==> src/rtl/layer_dense_seq.sv <==
// Time-multiplexed fully-connected layer: one shared multiply-accumulate walks
// every (neuron, input) pair; weights/biases sit in a runtime-writable bank.
module layer_dense_seq #(
    parameter int N_IN  = 1,
    parameter int N_OUT = 6,
    parameter int IN_W  = 9,
    parameter int W_W   = 10,
    parameter int OUT_W = 16,
    parameter int ACC_W = 32,
    parameter int SHIFT = 2,
    parameter int RELU  = 0
) (
    input  logic                                   clk,
    input  logic                                   rst_n,
    input  logic                                   cfg_we,
    input  logic [$clog2(N_IN*N_OUT+N_OUT)-1:0]    cfg_addr,
    input  logic [OUT_W-1:0]                       cfg_data,
    input  logic                                   in_valid,
    output logic                                   in_ready,
    input  logic [N_IN*IN_W-1:0]                   in_data,
    output logic                                   out_valid,
    input  logic                                   out_ready,
    output logic [N_OUT*OUT_W-1:0]                 out_data,
    output logic                                   busy
);

    localparam int N_W   = N_IN * N_OUT;
    localparam int N_CFG = N_W + N_OUT;
    localparam int I_W   = (N_IN > 1) ? $clog2(N_IN) : 1;
    localparam int O_W   = (N_OUT > 1) ? $clog2(N_OUT) : 1;
    localparam int P_W   = IN_W + W_W;

    localparam logic signed [ACC_W:0] SAT_MAX = {{(ACC_W-OUT_W+2){1'b0}}, {(OUT_W-1){1'b1}}};
    localparam logic signed [ACC_W:0] SAT_MIN = {{(ACC_W-OUT_W+2){1'b1}}, {(OUT_W-1){1'b0}}};

    typedef enum logic [1:0] {IDLE, MAC, DONE} state_t;

    state_t                  state;
    logic signed [W_W-1:0]   weight [N_W];
    logic signed [OUT_W-1:0] bias [N_OUT];
    logic signed [IN_W-1:0]  x [N_IN];
    logic signed [ACC_W-1:0] acc;
    logic [I_W-1:0]          idx_i;
    logic [O_W-1:0]          idx_o;

    logic signed [P_W-1:0]   prod;
    logic signed [ACC_W-1:0] acc_next;
    logic signed [ACC_W-1:0] acc_shift;
    logic signed [ACC_W:0]   biased;
    logic signed [OUT_W-1:0] result;
    int                      w_sel;
    int                      cfg_idx;

    // One extra bit on the biased sum keeps the bias add from wrapping before saturation.
    always_comb begin
        w_sel     = int'(idx_o) * N_IN + int'(idx_i);
        cfg_idx   = int'(cfg_addr);
        prod      = x[idx_i] * weight[w_sel];
        acc_next  = acc + ACC_W'(prod);
        acc_shift = acc_next >>> SHIFT;
        biased    = (ACC_W+1)'(acc_shift) + (ACC_W+1)'(bias[idx_o]);
        if (biased > SAT_MAX) begin
            result = SAT_MAX[OUT_W-1:0];
        end else if (biased < SAT_MIN) begin
            result = SAT_MIN[OUT_W-1:0];
        end else begin
            result = biased[OUT_W-1:0];
        end
        if (RELU != 0 && result[OUT_W-1]) begin
            result = '0;
        end
    end

    always_ff @(posedge clk or negedge rst_n) begin
        if (!rst_n) begin
            state     <= IDLE;
            in_ready  <= 1'b1;
            out_valid <= 1'b0;
            busy      <= 1'b0;
            out_data  <= '0;
            acc       <= '0;
            idx_i     <= '0;
            idx_o     <= '0;
            for (int k = 0; k < N_W; k++) weight[k] <= '0;
            for (int k = 0; k < N_OUT; k++) bias[k] <= '0;
            for (int k = 0; k < N_IN; k++) x[k] <= '0;
        end else begin
            case (state)
                IDLE: begin
                    // A write landing on the acceptance edge is visible to the first MAC cycle.
                    if (cfg_we) begin
                        if (cfg_idx < N_W) begin
                            weight[cfg_idx] <= cfg_data[W_W-1:0];
                        end else if (cfg_idx < N_CFG) begin
                            bias[cfg_idx - N_W] <= cfg_data;
                        end
                    end
                    if (in_valid) begin
                        for (int k = 0; k < N_IN; k++) x[k] <= in_data[k*IN_W +: IN_W];
                        acc      <= '0;
                        idx_i    <= '0;
                        idx_o    <= '0;
                        in_ready <= 1'b0;
                        busy     <= 1'b1;
                        state    <= MAC;
                    end
                end
                MAC: begin
                    if (idx_i == I_W'(N_IN-1)) begin
                        out_data[idx_o*OUT_W +: OUT_W] <= result;
                        acc   <= '0;
                        idx_i <= '0;
                        if (idx_o == O_W'(N_OUT-1)) begin
                            idx_o     <= '0;
                            busy      <= 1'b0;
                            out_valid <= 1'b1;
                            state     <= DONE;
                        end else begin
                            idx_o <= idx_o + 1'b1;
                        end
                    end else begin
                        acc   <= acc_next;
                        idx_i <= idx_i + 1'b1;
                    end
                end
                DONE: begin
                    if (out_ready) begin
                        out_valid <= 1'b0;
                        in_ready  <= 1'b1;
                        state     <= IDLE;
                    end
                end
                default: begin
                    state <= IDLE;
                end
            endcase
        end
    end

endmodule
==> config.mk <==
export PLATFORM = sky130hd
export DESIGN_NAME = layer_dense_seq
export DESIGN_NICKNAME = d
export VERILOG_FILES = /design/src/rtl/layer_dense_seq.sv
export SDC_FILE = /design/constraint.sdc
export NUM_CORES = 1
export LEC_CHECK = 0
export CAP_MARGIN = 0
export CORE_MARGIN = 3
export CORE_UTILIZATION = 30
export CTS_CLUSTER_DIAMETER = 80
export CTS_CLUSTER_SIZE = 25
export DETAILED_ROUTE_END_ITERATION = 7
export SKIP_LAST_GASP = 1
export SYNTH_ARGS = -nofsm -noshare
export SYNTH_HDL_FRONTEND = slang
export SYNTH_SLANG_ARGS = --single-unit
export TNS_END_PERCENT = 1
==> constraint.sdc <==
create_clock -name clk -period 17.4 [get_ports clk]
set_clock_uncertainty 0.2 [all_clocks]
set_input_delay 3.48 -clock clk [delete_from_list [all_inputs] [get_ports clk]]
set_output_delay 3.48 -clock clk [all_outputs]
set_load 0.02 [all_outputs]
[Yosys cells after proc, flatten, opt, wreduce, memory -nomap -nowiden]
Index checks and enable logic that the tools add are counted.
Word-level totals
  flip-flop bits (word level): 302
  RAM bits: 0
  memories kept: 0
  bits in read-only memories: 0
  bits of input ports: 34
  output and inout port bits: 99
  logic and storage cells: 112
  bits in latches: 0
Operators by class
  muxes and demuxes: 41
  multiply operators: 1
  reduce and logical (&&, ||, !) cells: 16
  div/mod/pow operators: 0
  bitwise operators: 6
  $lt $le $gt $ge: 11
  shift operators: 2
  $add $sub $neg: 7
  equal/unequal tests: 7
Operator list (number)
  96-bit bitwise mux: 2
  32-bit by 4-bit >= comparator with 1-bit output (second input constant): 3
  16-bit by 34-bit variable shift with 96-bit output (first input constant): 1
  16-bit by 34-bit variable part select with 96-bit output: 1
  16-bit 2-to-1 mux: 5
  32-bit by 1-bit less-than comparator with 1-bit output (second input constant): 2
  32-bit 2-to-1 mux: 2
  4-bit inverter with 32-bit output: 2
  32-bit case mux with 2 select lines: 1
  60-bit bitwise mux: 1
  16-bit binary-select mux with 3-bit select: 1
  16-bit demux with 3-bit select: 1
  7-bit negator with 34-bit output: 1
  32-bit by 19-bit adder with 32-bit output: 1
  32-bit inverter: 1
  30-bit by 16-bit adder with 31-bit output: 1
  31-bit by 16-bit greater-than comparator with 1-bit output (second input constant): 1
  31-bit by 16-bit less-than comparator with 1-bit output (second input constant): 1
  10-bit binary-select mux with 3-bit select: 1
  10-bit demux with 3-bit select: 1
  10-bit 2-to-1 mux: 3
  9-bit by 10-bit multiplier with 19-bit output: 1
  4-bit AND reduction: 4
  1-bit 2-to-1 mux: 9
  other kinds (25): 44

[Logic depth before layout (Yosys ltp)]
Gate-level depths: netlist of run 1.
  depth in word-level cells: 13
  mapped depth: 43
  mapped depth without buffers: 39

[Worst setup path after synthesis of run 1]
OpenSTA, ideal clock, no wires.
  kind: register to register
  start: register idx_o[0]
  end: register out_data[69]
  setup slack: 7339 ps
  data required time: 17124 ps
  stages on the path, launching flop included: 38
  clock period less this slack: 10061 ps
  data arrival time: 9785 ps
  buffers on the path: 5
  path through: dfrtp_1 -> buf_1 -> clkbuf_1 -> buf_1 -> mux2i_1 -> o21ai_1 -> nand2_1 -> fa_1 -> inv_1 -> fa_1 -> inv_1 -> fa_1 -> inv_1 -> fa_1 -> ha_1 -> ha_1 -> a21oi_1 -> nand2b_1 -> (+2 left out) -> o21ai_0 -> o21ai_0 -> o21ai_0 -> o41ai_1 -> xor2_1 -> ha_1 -> and2_1 -> and3_1 -> a221o_1 -> a2111oi_2 -> o21bai_1 -> xor2_1 -> nand4b_1 -> o31ai_1 -> buf_4 -> nand2b_2 -> buf_2 -> o21ai_1
Between the ends
  word-level cells in the longest chain between the ends: 13
Ends and longest elaborated chain
  start, declared: RTL line 44  | logic [O_W-1:0] idx_o;
  start signal, assigned: RTL line 119  | idx_o <= idx_o + 1'b1;
  3-bit by 1-bit adder with 4-bit output: RTL line 56  | w_sel = int'(idx_o) * N_IN + int'(idx_i);
  4-bit inverter with 32-bit output (implied by the code): RTL line 58  | prod = x[idx_i] * weight[w_sel];
  10-bit binary-select mux with 3-bit select: RTL line 58
  10-bit 2-to-1 mux (implied by the code) (2 in series): RTL line 58
  9-bit by 10-bit multiplier with 19-bit output: RTL line 58
  32-bit by 19-bit adder with 32-bit output: RTL line 59  | acc_next = acc + ACC_W'(prod);
  30-bit by 16-bit adder with 31-bit output: RTL line 61  | biased = (ACC_W+1)'(acc_shift) + (ACC_W+1)'(bias[idx_o]);
  31-bit by 16-bit less-than comparator with 1-bit output: RTL line 64  | end else if (biased < SAT_MIN) begin
  16-bit 2-to-1 mux: RTL line 64
  16-bit 2-to-1 mux: RTL line 62  | if (biased > SAT_MAX) begin
  16-bit by 34-bit variable part select with 96-bit output: RTL line 110  | out_data[idx_o*OUT_W +: OUT_W] <= result;
  96-bit bitwise mux *: RTL line 110
  end signal, assigned by index: RTL line 110
  end, declared: RTL line 23  | output logic [N_OUT*OUT_W-1:0] out_data,
Every way passes the cells marked *; elsewhere a longest branch is shown, timed or not. The select of a mux whose other input is x is not followed.
A chain may end at the register's enable or synchronous reset.

[Worst setup path after layout of run 1]
  start: register idx_o[0]
  end: register out_data[81]
The elaborated chain is that of the path after synthesis.

==> impl_metrics.toml, run 1 <==
[global_route]
grt_max_degree = 123
grt_pass1_vias = 12310
grt_first_pass_wirelength_um = 68980
grt-ovfl-total = 0
antenna_found_initial = 0
grt_use_total_pct = 14.39

[floorplan]
die_area_sq_um = 59300
dieHeight_um = 243.5
coreArea_sq_um = 55420
die_width_um = 243.5
initial_core_util_pct = 30.54
boundaryPins = 133
rows = 86

[synthesis]
yosys-top-cells-area = "dfrtp_1 40%, mux2_2 11%, fa_1 9.9%, ha_1 6.8%, nand2_1 4.8%"
synthCells = 1563
ys_types = 69
synth-edff-count = 0
synth.yosys.seq_area_share_pct = 39.78
syn_area_per_cell_sq_um = 10.83
async_flop_share_pct = 100.0
synth_top_area_share_pct = 39.63
synth_flop_cell = "dfrtp_1"
synth_commonest_cells = "268 x dfrtp_1, 215 x nand2_1, 165 x mux2_2"
synth_most_common_cell = "dfrtp_1"
syn_nets = 1773
yosys_register_bits = 269
synth_top_area_cell = "dfrtp_1"
yosys_warnings = 0
synth_area_sq_um = 16920

[place]
place_hpwl_um = 32480
placedCellCount = 2386
place_congestion = 0.8474
dp_slack_ns = 6.945
numPortBuffers = 132

[drt]
firstDrtPassIters = 6
wl_per_cell_um = 17.87
drt_iter0_drc = 723
num_vias = 11880
wl_um = 43100
remaining_drc_errors = 0
post_drt_via_cell_ratio = 4.926
antenna_left = 0

[clock_network]
htreeDepth = 1
cts_buffers = 16
clock_path_buffers = 3
postCtsSetupRepairBufs = 0
clk_latency_ns = 0.53
cts_sinks = 269
clkTransAtPathRegs_ns = 0.10
cts-resized-gates = 0
clock-root-buffer = "clkbuf_16"
cts_hold_buf = 0
cts_tree = "yes"

[timing]
drv_slew = 0
rsz0062_at_grt = "no"
setup-violations-final = 0
max_clock_freq_mhz = 95.68
max-slew-margin-rel_pct = 33.15
worst-slew-pin-transition_ns = 1.003
hold_violations = 0
setup_tns_ns = 0
setup_ws_ns = 6.949
period_needed_ns = 10.45
fin_crit_sh_pct = 60.07

[setup_path]
worstRegToRegCells = 30
r2r-start = "idx_o[0]"
critPathCapture = "out_data[81]"
r2r_end = "out_data[81]"
crit_start = "idx_o[0]"
rrSetupSlack_ns = 6.95
slowest_stage = "dfrtp_4"
end_kind = "register"
path_class = "reg2reg"
cp_data_required_time_ns = 17.58
slowest_delay_ns = 0.70
startpoint_type = "register"
crit_family = "compound AO/OA/AOI/OAI gates"
cp_num_cells = 30
cp.buffers_inverters = 4
cp_max_fo = 29
cp_data_arrival_time_ns = 10.63

[layout]
areaGrowthSynthToFinish_pct = 15.39
num-fill-cells = 5559
drive_gt1_share_pct = 15.32
stdcell_count = 2412
seq_area_sq_um = 6736
nets = 1866
diodes = 0
multi_input_area_sq_um = 9522

[hold_path]
hold_path_class = "reg2reg"

[flow_run]
cap_violations = 0

[run_status]
status = "finished, final reports clean"
[worst min-delay path by stage]
| stage | startpoint | slack [ns] | end | depth (start not counted) |
|---|---|---|---|---|
| floorplan | bias[48] | 0.27 | bias[48] | 1 |
| global placement | out_data[79] | 0.27 | out_data[79] | 2 |
| detailed placement | out_data[90] | 0.28 | out_data[90] | 2 |
| CTS | out_data[79] | 0.30 | out_data[79] | 2 |
| global route | out_data[90] | 0.31 | out_data[90] | 2 |
| finish | out_data[79] | 0.29 | out_data[79] | 2 |
[per-layer routing]
metal	vias to the layer above	track usage, %	share of wire, %
met4	0	2.987	1.8
met2	223	24.39	48
met3	43	1.959	3.8
met1	6063	19.73	46
li1	5553	-	-
met5	-	0	0
[registers in the layout, summed over array words and instances, names as in the netlist]
signal	cells
x	9
out_valid	1
state	2
bias	96
out_data	96
busy	1
idx_o	3
in_ready	1
weight	60
[worst min-delay path, stage by stage, from the launching register on]
cell	delay, ns
dfrtp_1	0.35
nand2_1	0.04
o21ai_0	0.06
[area by class of cell]
class	count	share of cell area [%]
Clock buffer	21	2.198
Clock inverter	5	0.4100
Inverter	111	2.134
Multi-Input combinational cell	1115	48.76
Sequential cell	269	34.50
Tap cell	748	4.792
Timing Repair Buffer	143	7.214
[through the flow]
| step | area (sq um) | utilization [%] | hold WS, ns |
|---|---|---|---|
| 2_1_floorplan | 16920 | - | 0.2739 |
| 3_3_place_gp | 19020 | 34.32 | 0.2687 |
| 3_5_place_dp | 19020 | 34.32 | 0.2785 |
| 4_1_cts | 19530 | 35.24 | 0.2994 |
| 5_1_grt | 19530 | 35.24 | 0.3140 |
| 6_report | 19530 | 35.24 | 0.2864 |
[cell families after synthesis]
| logic type | synth area share (%) |
|---|---|
| DFF | 39.78 |
| AOI/OAI and AO/OA | 10.31 |
| adders and majority gates | 16.74 |
| muxes | 16.04 |
| xor gates and xnor gates | 1.915 |
| and+or+nand+nor | 11.07 |
| buffers and inverters | 4.148 |
[cell usage in the layout (no fill, tap or decap), types with 5 or more instances in the layout]
cell,synthesis,routed
xnor2_1,19,19
ha_1,92,92
nand3_1,22,22
o21a_1,5,5
nand2b_1,15,15
o211ai_1,5,5
inv_1,109,109
dfrtp_1,268,267
o21ai_0,55,54
mux2_2,165,165
and3_1,7,7
a21oi_4,5,5
clkbuf_16,0,16
buf_4,3,11
nor4_1,6,6
mux2i_1,27,27
o21bai_1,6,6
nor2_1,60,60
nand4_1,6,6
nor3_1,11,11
a21oi_1,38,38
xor2_1,18,18
o21ai_1,99,100
o21ai_4,7,7
fa_1,84,84
clkdlybuf4s50_1,0,131
nor2b_1,17,17
and2_1,28,28
nand2_1,215,215
a21o_1,9,9
mux4_2,26,26
Power of run 1 is not shown: default switching activity piles up to over one toggle a cycle in this logic, so the estimate is an artifact.
==> inputs of run 2 (changes only) <==
clock period = 9.6 ns   (was 17.4 ns; I/O delays follow)
==> impl_metrics.toml, run 2 (synthesis gave the netlist of run 1 again) <==
[run_status]
status = "finished, final reports clean"

[drt]
wl_per_cell_um = 18.04
wl_met1_um = 20400
firstDrtPassIters = 5
antenna_left = 0
num_vias = 12140
remaining_drc_errors = 0
post_drt_via_cell_ratio = 4.942
drt_iter0_drc = 890
wl_met3_um = 1853
highest_layer = "met4"
wl_um = 44320
route.met2.wl_um = 21400

[timing]
drv_slew = 0
max-slew-margin-rel_pct = 35.45
fin_crit_sh_pct = 96.36
worst-slew-pin-transition_ns = 0.9659
holdWs_ns = 0.2943
setup_ws_ns = 0.3493
setup-violations-final = 0
hold_violations = 0
period_needed_ns = 9.251
max_clock_freq_mhz = 108.1

[hold_path]
hold_path_class = "reg2reg"
holdPathEnd = "out_data[47]"
min-delay-start = "out_data[47]"
worstHoldPathCells = 2

[floorplan]
boundaryPins = 133
die_area_sq_um = 59300
coreArea_sq_um = 55420
die_width_um = 243.5
initial_core_util_pct = 30.54
dieHeight_um = 243.5
rows = 86

[setup_path]
worstRegToRegCells = 34
crit_start = "idx_o[0]"
cp_max_fo = 9
slowest_delay_ns = 0.59
crit_top_cell = "fa_1"
cp_data_arrival_time_ns = 9.50
r2r_end = "out_data[14]"
path_class = "reg2reg"
startpoint_type = "register"
rrSetupSlack_ns = 0.35
end_kind = "register"
r2r-start = "idx_o[0]"
cp.buffers_inverters = 6
cp_data_required_time_ns = 9.85
cp_num_cells = 34
slowest_stage = "fa_1"
crit_family = "adder cells"

[layout]
diodes = 0
design_area_sq_um = 20140
top_regs = "bias (96), out_data (96), weight (60)"
num-fill-cells = 5459
nets = 1913
final_common_cell = "dfrtp_1"
final_cell_mix = "267 x dfrtp_1, 215 x nand2_1, 165 x mux2_2"
areaGrowthSynthToFinish_pct = 19.02
drive_gt1_share_pct = 19.25

[global_route]
grt_use_total_pct = 14.55
grt_pass1_vias = 12370
grt-ovfl-total = 0
grt_first_pass_wirelength_um = 69930
grt_max_degree = 171
antenna_found_initial = 0

[place]
place_area_sq_um = 19280
place_hpwl_um = 33340
numPortBuffers = 132
dp_slack_ns = -0.2696
place_congestion = 0.8566

[clock_network]
clock-root-buffer = "clkbuf_16"
cts_buffers = 16
cts_sinks = 269
htreeDepth = 1
clkTransAtPathRegs_ns = 0.10
clock_path_buffers = 3
clk_latency_ns = 0.54
cts_tree = "yes"

[flow_run]
cap_violations = 0
## run 2: changes by cell type in the layout (fill, tap and decap cells not counted), moves of 3 or more
| cell | delta |
|---|---|
| o21ai_1 | -4 |
| a21oi_1 | -6 |
| ha_1 | -3 |
| o21ai_0 | -7 |
| buf_4 | +34 |
| a21oi_2 | +6 |
| buf_6 | +3 |
| buf_12 | +7 |
| o21ai_2 | +11 |
## run 2: what timing repair did
action | CTS | global route
cloned | 0 | 4
hold buffers | 0 | 0
pin swaps | 2 | 25
resized for setup | 6 | 34
endpoints found under the setup margin | 90 | 93
buffers inserted | 3 | 13
## run 2: worst max path at each step
stage                              end  slack [ns]
after global routing      out_data[14]       -0.02
final                     out_data[14]        0.35
after global placement    out_data[85]       -0.13
after detailed placement  out_data[85]       -0.27
after floorplan           out_data[69]        0.15
after CTS                 out_data[74]       -0.05
## run 2: area by class of cell
type                            count  area (sq um)  area share [%]
Timing Repair Buffer              190          1893           9.399
Sequential cell                   269          6736           33.45
Clock buffer                       18         407.9           2.025
Tap cell                          748         935.9           4.647
Multi-Input combinational cell   1115          9667           47.99
Inverter                          111         420.4           2.087
Clock inverter                      6         81.33          0.4038
## run 2: per-layer routing
metal  up-vias  track usage (%)
li1       5657                -
met1      6222            20.43
met2       224            24.37
met3        39            1.948
met4         0            2.446
met5         -                0
## run 2: through the flow
| stage | std cells | utilization, % | TNS [ns] |
|---|---|---|---|
| floorplan | 1563 | - | 0 |
| global placement | 2413 | 34.80 | -6.703 |
| detailed placement | 2413 | 34.80 | -17.26 |
| CTS | 2440 | 35.79 | -0.3839 |
| global route | 2457 | 36.35 | -0.1354 |
| finish | 2457 | 36.35 | 0 |
## run 2: tightest hold or removal path: stages (launching register included)
cell and delay [ns]:
dfrtp_1 0.36, nand2_1 0.05, o21ai_0 0.06
Power of run 2 is left out for the same reason.
